## src/rtl/io_mmio.sv

```systemverilog
// io_mmio: memory-mapped I/O block with an LED register, a debounced 4-bit
// switch input, a free-running 32-bit timer with compare match, a sticky
// status register with write-1-to-clear bits, and a level interrupt output.
//
// Register window (byte offsets from BASE_ADDR, word granular):
//   0x00 LED    RW [7:0]
//   0x04 SW     RO [3:0]   debounced switch levels
//   0x08 COUNT  RW [31:0]
//   0x0C CMP    RW [31:0]
//   0x10 STATUS RW1C [1:0] [0] timer match, [1] switch change
//   0x14 CTRL   RW [3:0]   [0] timer en, [1] auto-clear, [2] irq en match,
//                          [3] irq en switch change
//   0x18/0x1C reserved, read as zero

module io_mmio #(
    parameter int                    DATA_WIDTH      = 32,
    parameter int                    ADDR_WIDTH      = 32,
    parameter logic [ADDR_WIDTH-1:0] BASE_ADDR       = 32'h0000_1000,
    parameter int                    DEBOUNCE_CYCLES = 16
) (
    input  logic                  i_clk,
    input  logic                  i_rst,
    input  logic [ADDR_WIDTH-1:0] i_addr,
    input  logic                  i_we,
    input  logic [DATA_WIDTH-1:0] i_wdata,
    output logic [DATA_WIDTH-1:0] o_rdata,
    input  logic [3:0]            i_sw,
    output logic [7:0]            o_led,
    output logic                  o_irq
);

    localparam logic [2:0]  OFF_LED    = 3'd0;
    localparam logic [2:0]  OFF_SW     = 3'd1;
    localparam logic [2:0]  OFF_COUNT  = 3'd2;
    localparam logic [2:0]  OFF_CMP    = 3'd3;
    localparam logic [2:0]  OFF_STATUS = 3'd4;
    localparam logic [2:0]  OFF_CTRL   = 3'd5;
    localparam logic [15:0] DEB_LIMIT  = 16'(DEBOUNCE_CYCLES);

    // Architectural registers
    logic [7:0]  led_q,    led_d;
    logic [3:0]  sw_q,     sw_d;
    logic [31:0] count_q,  count_d;
    logic [31:0] cmp_q,    cmp_d;
    logic [1:0]  status_q, status_d;
    logic [3:0]  ctrl_q,   ctrl_d;
    logic        irq_q,    irq_d;

    // Switch synchronizer and debounce state
    logic [3:0]  sync1_q;
    logic [3:0]  sync2_q;
    logic [3:0]  sync_prev_q;
    logic [15:0] stab_cnt_q, stab_cnt_d;

    // Decode and event strobes
    logic        sel_s;
    logic [2:0]  off_s;
    logic        wr_s;
    logic        match_s;
    logic        sw_set_s;
    logic [15:0] stab_next_s;
    logic [1:0]  clr_s;
    logic        unused_s;

    assign sel_s    = (i_addr[ADDR_WIDTH-1:5] == BASE_ADDR[ADDR_WIDTH-1:5]);
    assign off_s    = i_addr[4:2];
    assign wr_s     = i_we & sel_s;
    assign unused_s = &{1'b0, i_addr[1:0]};

    // Read mux: combinational, no side effects, zero for reserved/unselected
    always_comb begin
        o_rdata = 32'h0000_0000;
        if (sel_s) begin
            case (off_s)
                OFF_LED:    o_rdata = {24'h00_0000, led_q};
                OFF_SW:     o_rdata = {28'h000_0000, sw_q};
                OFF_COUNT:  o_rdata = count_q;
                OFF_CMP:    o_rdata = cmp_q;
                OFF_STATUS: o_rdata = {30'h0000_0000, status_q};
                OFF_CTRL:   o_rdata = {28'h000_0000, ctrl_q};
                default:    o_rdata = 32'h0000_0000;
            endcase
        end else begin
            o_rdata = 32'h0000_0000;
        end
    end

    // Debounce: count consecutive cycles the synchronized value is stable and
    // differs from SW; a change of the synchronized value restarts at one.
    always_comb begin
        sw_d        = sw_q;
        sw_set_s    = 1'b0;
        stab_cnt_d  = 16'd0;
        stab_next_s = (sync2_q != sync_prev_q) ? 16'd1 : (stab_cnt_q + 16'd1);
        if (sync2_q == sw_q) begin
            stab_cnt_d = 16'd0;
        end else if (stab_next_s == DEB_LIMIT) begin
            sw_d       = sync2_q;
            sw_set_s   = 1'b1;
            stab_cnt_d = 16'd0;
        end else begin
            stab_cnt_d = stab_next_s;
        end
    end

    // Timer: CPU write wins over increment/auto-clear; match uses the
    // pre-write COUNT so a freshly written value is compared next cycle.
    always_comb begin
        match_s = ctrl_q[0] & (count_q == cmp_q);
        count_d = count_q;
        if (wr_s && (off_s == OFF_COUNT)) begin
            count_d = i_wdata[31:0];
        end else if (ctrl_q[0]) begin
            if (match_s && ctrl_q[1]) begin
                count_d = 32'h0000_0000;
            end else begin
                count_d = count_q + 32'd1;
            end
        end else begin
            count_d = count_q;
        end
    end

    // Simple RW registers and sticky status (hardware set beats W1C clear)
    always_comb begin
        led_d  = led_q;
        cmp_d  = cmp_q;
        ctrl_d = ctrl_q;
        clr_s  = 2'b00;
        if (wr_s) begin
            case (off_s)
                OFF_LED:    led_d  = i_wdata[7:0];
                OFF_CMP:    cmp_d  = i_wdata[31:0];
                OFF_STATUS: clr_s  = i_wdata[1:0];
                OFF_CTRL:   ctrl_d = i_wdata[3:0];
                default:    clr_s  = 2'b00;
            endcase
        end else begin
            clr_s = 2'b00;
        end
        status_d = (status_q & ~clr_s) | {sw_set_s, match_s};
        irq_d    = (status_q[0] & ctrl_q[2]) | (status_q[1] & ctrl_q[3]);
    end

    // Switch synchronizer chain plus the previous-sample flop for debounce
    always_ff @(posedge i_clk or negedge i_rst) begin
        if (!i_rst) begin
            sync1_q     <= 4'h0;
            sync2_q     <= 4'h0;
            sync_prev_q <= 4'h0;
        end else begin
            sync1_q     <= i_sw;
            sync2_q     <= sync1_q;
            sync_prev_q <= sync2_q;
        end
    end

    // Register state update
    always_ff @(posedge i_clk or negedge i_rst) begin
        if (!i_rst) begin
            led_q      <= 8'h00;
            sw_q       <= 4'h0;
            stab_cnt_q <= 16'd0;
            count_q    <= 32'h0000_0000;
            cmp_q      <= 32'h0000_0000;
            status_q   <= 2'b00;
            ctrl_q     <= 4'h0;
            irq_q      <= 1'b0;
        end else begin
            led_q      <= led_d;
            sw_q       <= sw_d;
            stab_cnt_q <= stab_cnt_d;
            count_q    <= count_d;
            cmp_q      <= cmp_d;
            status_q   <= status_d;
            ctrl_q     <= ctrl_d;
            irq_q      <= irq_d;
        end
    end

    assign o_led = led_q;
    assign o_irq = irq_q;

endmodule

```

## config.mk

```make
export PLATFORM = sky130hd
export DESIGN_NAME = io_mmio
export DESIGN_NICKNAME = d
export VERILOG_FILES = /design/src/rtl/io_mmio.sv
export SDC_FILE = /design/constraint.sdc
export NUM_CORES = 1
export LEC_CHECK = 0
export CAP_MARGIN = 20
export CORE_ASPECT_RATIO = 0.5
export CORE_MARGIN = 2
export CORE_UTILIZATION = 50
export DETAILED_ROUTE_END_ITERATION = 12
export PLACE_DENSITY = 0.84
export REMOVE_ABC_BUFFERS = 1
export SYNTH_ARGS = -nofsm -noshare
export SYNTH_HDL_FRONTEND = slang
export SYNTH_SLANG_ARGS = --single-unit
```

## constraint.sdc

```tcl
create_clock -name i_clk -period 3.5 [get_ports i_clk]
set_input_delay 0.35 -clock i_clk [delete_from_list [all_inputs] [get_ports i_clk]]
set_output_delay 0.35 -clock i_clk [all_outputs]
set_load 0.01 [all_outputs]
```

==> Flow_metrics.wiki <==
{| class="wikitable"
! Metric !! Value
|-
| Status || finished with violations
|-
| Violated checks || negative hold slack
|-
| Cell area reported after detailed placement || 0.00773 mm^2
|-
| Worst path max stage delay || 0.63 ns
|-
| TritonCTS Sinks || 111
|-
| Worst skew pair latency || 0.36 ns
|-
| Most common library cell in the layout ignoring fill and taps || sky130_fd_sc_hd__dfrtp_1
|-
| Ys flop type || sky130_fd_sc_hd__dfrtp_1
|-
| Kind of cell adding the most delay to the critical path || buffers and inverters
|-
| Die Ht || 84.4 um
|-
| Count of boundary I/O pins || 112
|-
| Cell-by-cell listing of the critical path || clkdlybuf4s50_1 > nor2_1 > and2_1 > buf_4 > a22oi_1 > nor2_1 > clkdlybuf4s50_1
|-
| Routed len/inst || 17.9 um
|-
| Area of the multi-input gates || 0.00348 mm^2
|-
| P per Cell Area || 315 mW/mm^2
|-
| Actual transition at the worst max-transition pin || 0.690 ns
|-
| Post-Route Skew || 0.00978 ns
|-
| Core Rows || 29
|-
| Sequential cell area || 0.00278 mm^2
|-
| Synthesized area per cell || 9.51 um^2
|-
| Leakage power || 3.36 nW
|-
| Count of distinct cell types in the synthesized netlist || 60
|-
| Routed WL || 17000 um
|-
| Capturing element type of the critical path || output pin
|-
| Layout area overhead || 24.2%
|-
| Cell types with the largest area share after synthesis || sky130_fd_sc_hd__dfrtp_1 43%, sky130_fd_sc_hd__mux2_2 9.4%, sky130_fd_sc_hd__xor2_1 6.0%
|-
| Sequential share of the synthesized area || 43.0%
|-
| Flop and latch count out of synthesis || 111
|-
| Filler cell count in the final layout || 1000
|-
| Fraction of synthesis flops using an asynchronous set or reset pin || 100%
|-
| Antenna violations before repair || 0
|-
| Clock tree from TritonCTS || done
|-
| Maximum buffer depth of the clock tree || 2
|-
| Setup violators final || 0
|-
| Cts hold-fix bufs || 0
|-
| Unrepaired setup endpoints after global routing || no
|-
| DRT iter0 DRCs || 506
|-
| Vias per inst || 6.01
|-
| Aggregate global-route resource usage || 25.4%
|-
| Number of enable flip-flop cells after synthesis || 0
|-
| Rel. slew slack || 53.6%
|-
| Source of the worst register-to-register timing path || count_q[6]$_DFFE_PN0P_
|-
| CP max FO || 24
|-
| Type of the tightest min-delay check || in2async
|-
| Effective utilization at floorplan || 51.1%
|-
| Number of nets at the end of the flow || 844
|-
| Layout cells sized above 1 || 14.2%
|-
| Die width || 165 um
|-
| Die Outline Area || 0.0139 mm^2
|-
| Final Hold Vio Count || 3
|-
| Post-CTS sizing || 0
|-
| Buffer count from post-CTS setup fixing || 0
|-
| Syn Inst Count || 679
|-
| Clock root cell || sky130_fd_sc_hd__clkbuf_16
|-
| Total count of max-transition violations in the final report || 0
|-
| Commonest cells after routing, fill and taps aside || 111 x sky130_fd_sc_hd__dfrtp_1, 108 x sky130_fd_sc_hd__clkdlybuf4s50_1, 92 x sky130_fd_sc_hd__nor2_1, 54 x sky130_fd_sc_hd__mux2_2, 53 x sky130_fd_sc_hd__nand2_1
|-
| Worst vdd ir || 0.224 mV
|-
| Fmax || 0.335 GHz
|-
| Clock buffer count from CTS || 9
|-
| Number of global-route vias before repair || 5469
|-
| Buffer and inverter count on the worst path || 3
|-
| Final weighted congestion of routability-driven global placement || 0.905
|-
| Crit path max-delay cell type || sky130_fd_sc_hd__clkdlybuf4s50_1
|-
| Cell area after technology mapping || 0.00646 mm^2
|-
| Antenna viol nets, final || 0
|-
| Core ar. || 0.0126 mm^2
|-
| Antenna cell count || 0
|-
| Htree depth || 3
|-
| Min cycle time layout || 2.99 ns
|-
| Total negative slack || 0 ns
|-
| Post-DP HPWL || 11800 um
|-
| Cell type contributing the most total cell area after synthesis || sky130_fd_sc_hd__dfrtp_1
|-
| Post-route worst hold slack || -0.00756 ns
|-
| Path type of the worst setup path || in2out
|-
| Max-cap violation count || 0
|-
| Clock-pin slew on the worst setup and hold paths || 0.08 ns
|-
| Required arrival time at the worst endpoint || 3.15 ns
|-
| Summed area of non-filler cells in the final layout || 0.00802 mm^2
|-
| DRT Pass-1 Iters || 7
|-
| Maximum number of pins on one net before global-route repair || 66
|-
| Via count || 5686
|-
| Crit path DAT || 2.64 ns
|-
| Yosys warns || 0
|-
| Share of the cycle needed by the critical path after routing || 85.3%
|-
| Post-route DRC || 0
|-
| Global-route wire length before repair || 27800 um
|-
| Remaining global-route overflow || 0
|-
| Number of port buffers || 109
|-
| Critical path launch point || i_addr[2]
|-
| Yosys top cell area share || 43.0%
|-
| Startpoint types || input port
|}
worst paths after layout:
path | to | cells after the start | slack (ns)
max | o_rdata[26] | 7 | 0.51
min reg2reg | sync2_q[1]$_DFF_PN0_ | 0 | 0.35
min | count_q[16]$_DFFE_PN0P_ | 1 | -0.008
max reg2reg | count_q[5]$_DFFE_PN0P_ | 8 | 0.85
max in group asynchronous | sw_q[1]$_DFFE_PN0P_ | 2 | 2.74
min in group i_clk | sync2_q[1]$_DFF_PN0_ | 0 | 0.35
routing by layer:
layer / global-route usage, % / up-vias / share of wire, %
li1: - / 2649 / -
met1: 34.3 / 2792 / 43
met2: 41.3 / 215 / 48
met3: 5.48 / 30 / 6.7
met4: 7.75 / 0 / 1.9
met5: 0 / - / 0
final cells by class:
type | count | area share [%]
tap | 170 | 2.65
multi-input combinational | 518 | 43.3
clock buffer | 9 | 2.81
timing repair buffer | 123 | 15.3
inverter | 8 | 0.374
sequential | 111 | 34.6
clock inverter | 7 | 0.858
cells in the mapped netlist, types with 4 or more instances:
cell type and count:
sky130_fd_sc_hd__nor3b_1 4, sky130_fd_sc_hd__nand3b_1 4, sky130_fd_sc_hd__nand3_1 20, sky130_fd_sc_hd__mux2i_1 4
sky130_fd_sc_hd__nor3_1 4, sky130_fd_sc_hd__mux2_2 54, sky130_fd_sc_hd__a31oi_1 32, sky130_fd_sc_hd__a21oi_1 15
sky130_fd_sc_hd__nand2_1 53, sky130_fd_sc_hd__nor2_1 92, sky130_fd_sc_hd__and2_1 5, sky130_fd_sc_hd__or3b_2 10
sky130_fd_sc_hd__inv_1 7, sky130_fd_sc_hd__and3_1 14, sky130_fd_sc_hd__xnor2_1 9, sky130_fd_sc_hd__and4_1 6
sky130_fd_sc_hd__nor4_1 13, sky130_fd_sc_hd__nand4_1 10, sky130_fd_sc_hd__a22oi_1 31, sky130_fd_sc_hd__buf_2 14
sky130_fd_sc_hd__dfrtp_1 111, sky130_fd_sc_hd__or3_1 14, sky130_fd_sc_hd__o21ai_0 28, sky130_fd_sc_hd__xor2_1 44
sky130_fd_sc_hd__clkbuf_1 24, sky130_fd_sc_hd__or4_1 5
power by group:
part	leakage, nW	internal [W]	switching [W]	total [W]
Clock	0.147	0.000509	0.000540	0.00105
Combinational	1.87	0.0000963	0.0000853	0.000182
Sequential	1.34	0.00129	0.00000751	0.00130
state kept, by name (all words and copies together), names as in the netlist:
name and cells:
status_q 2, sync2_q 4, sync1_q 4, stab_cnt_q 16, cmp_q 32, o_irq 1
count_q 32, ctrl_q 4, sync_prev_q 4, o_led 8, sw_q 4
per-stage QoR:
stage               util, %  power, W  cells  setup slack, ns  hold slack, ns
floorplan                 -   0.00136    637            0.634          0.0544
global placement       61.2   0.00150    930            0.565           0.332
detailed placement     61.2   0.00150    930            0.546           0.336
CTS                    63.5   0.00254    946            0.529          0.0192
global route           63.5   0.00259    946            0.330          0.0501
finish                 63.5   0.00253    946            0.513        -0.00756
logic make-up (layout without fill, tap and decap cells):
family,after synthesis,count (layout),synth area share (%)
mux,59,59,10.4
simple gates,278,278,23.1
compound gates,126,126,12.6
buf+inv,50,147,3.31
fa+ha+maj,2,2,0.387
flops,111,111,43.0
xor+xnor,53,53,7.19
(Power assumes the default switching activity.)
==> RTL edit: new RTL, same flow settings <==
Make the reset (`i_rst`) synchronous in 2 clocked blocks.
--- a/src/rtl/io_mmio.sv
+++ b/src/rtl/io_mmio.sv
@@ -143,7 +143,7 @@
     end
 
     // Switch synchronizer chain plus the previous-sample flop for debounce
-    always_ff @(posedge i_clk or negedge i_rst) begin
+    always_ff @(posedge i_clk) begin
         if (!i_rst) begin
             sync1_q     <= 4'h0;
             sync2_q     <= 4'h0;
@@ -156,7 +156,7 @@
     end
 
     // Register state update
-    always_ff @(posedge i_clk or negedge i_rst) begin
+    always_ff @(posedge i_clk) begin
         if (!i_rst) begin
             led_q      <= 8'h00;
             sw_q       <= 4'h0;
Formal check against the unedited RTL: differs if i_rst is asserted again (counterexample within 4 cycles, from zero or initial values and one cycle with i_rst low); with i_rst held inactive, the same outputs for 4 cycles.
==> RTL edit against the original RTL <==
  * Synthesized area decreased by 2.6%
  * Maximum frequency decreased by 7.1%
  * Sequential cell count unchanged
  * Utilization increased by 1.4 points
  * Power increased by 0.47%
  * Wire length increased by 8.0%
  * Clock skew decreased by 0.0019 ns
  * Final area decreased by 2.5%
  * Worst setup slack got worse by 0.23 ns
  * First-iteration DRC count increased by 18%
==> RTL edit: results (changes against the original RTL) <==
{| class="wikitable"
! Metric !! Value
|-
| Routed length on met3 || 1370 um (was 1140 um)
|-
| First-pass GRT wire length || 30000 um (was 27800 um)
|-
| R2R setup slack || 0.80 ns (was 0.85 ns)
|-
| Status || finished clean (was finished, violations left)
|-
| Post-Route M1 WL || 7870 um (was 7330 um)
|-
| Overall global routing resource usage || 27.4% (was 25.4%)
|-
| Worst setup slack before clock tree synthesis || 0.239 ns (was 0.546 ns)
|-
| Fillers || 1042 (was 1000)
|-
| Async set-or-reset flop fraction in the synthesized netlist || 0% (was 100%)
|-
| Compound-cell area share of the yosys netlist || 18.6% (was 12.6%)
|-
| Sum of met2 wire segment lengths after detailed routing || 8840 um (was 8170 um)
|-
| Setup clock skew after layout || 0.00783 ns (was 0.00978 ns)
|-
| Timing startpoint of the critical path || i_addr[21] (was i_addr[2])
|-
| Leakage || 0.00280 uW (was 0.00336 uW)
|-
| First drt pass iteration count || 5 (was 7)
|-
| Number of distinct standard cells referenced by the synthesized netlist || 58 (was 60)
|-
| Part of the Yosys area used for sequential elements || 35.3% (was 43.0%)
|-
| Largest stage delay on the critical path || 0.56 ns (was 0.63 ns)
|-
| Share of final-layout standard cells stronger than drive strength 1 || 6.96% (was 14.2%)
|-
| Multiplexer area fraction after synthesis || 4.20% (was 10.4%)
|-
| Nets@finish || 975 (was 844)
|-
| Portion of total power attributed to sequential cells || 50.3% (was 51.3%)
|-
| R2r worst-path depth || 9 (was 8)
|-
| Met3 layer usage reported by global route || 6.24% (was 5.48%)
|-
| Reg2Reg Capture Point || count_q[29]$_SDFFE_PN0P_ (was count_q[5]$_DFFE_PN0P_)
|-
| Via-per-instance ratio || 5.92 (was 6.01)
|-
| Met2 usage in global routing || 46.4% (was 41.3%)
|-
| Worst ir drop on vdd || 0.000209 V (was 0.000224 V)
|-
| Cells taking the most area after synthesis || sky130_fd_sc_hd__dfxtp_1, sky130_fd_sc_hd__nor2_1, sky130_fd_sc_hd__xor2_1, sky130_fd_sc_hd__nand2_1, sky130_fd_sc_hd__a21oi_1 (was sky130_fd_sc_hd__dfrtp_1, sky130_fd_sc_hd__mux2_2, sky130_fd_sc_hd__xor2_1, sky130_fd_sc_hd__nor2_1, sky130_fd_sc_hd__a22oi_1)
|-
| Vias in the first global route || 6052 (was 5469)
|}
RTL edit: final cells by class:
class                           instances  area share (%)
Multi-Input combinational cell        631            48.0
Clock buffer                           10            2.93
Clock inverter                          4           0.927
Timing Repair Buffer                  131            16.2
Tap cell                              165            2.64
Inverter                               18           0.863
Sequential cell                       111            28.4
RTL edit: cells by family (layout without fill, tap and decap cells):
kind of cell,after synthesis,in the layout
XOR/XNOR,62,62
multiplexers,26,26
buffers and inverters,74,163
adder cells (fa/ha/maj),2,2
AND/OR/NAND/NOR,359,359
flip-flops,111,111
AO/OA/AOI/OAI,182,182
RTL edit: stage by stage:
stage | cells | area, um^2 | hold WS [ns]
finish | 1070 | 7830 | 0.433
global route | 1070 | 7830 | 0.454
CTS | 1069 | 7820 | 0.433
detailed placement | 1055 | 7520 | 0.417
global placement | 1055 | 7520 | 0.416
floorplan | 760 | 6040 | 0.412
RTL edit: timing repair:
item / CTS / global route
setup buffers: 0 / 1
hold endpoints to repair: 0 / 0
endpoints found under the setup margin: 0 / 3
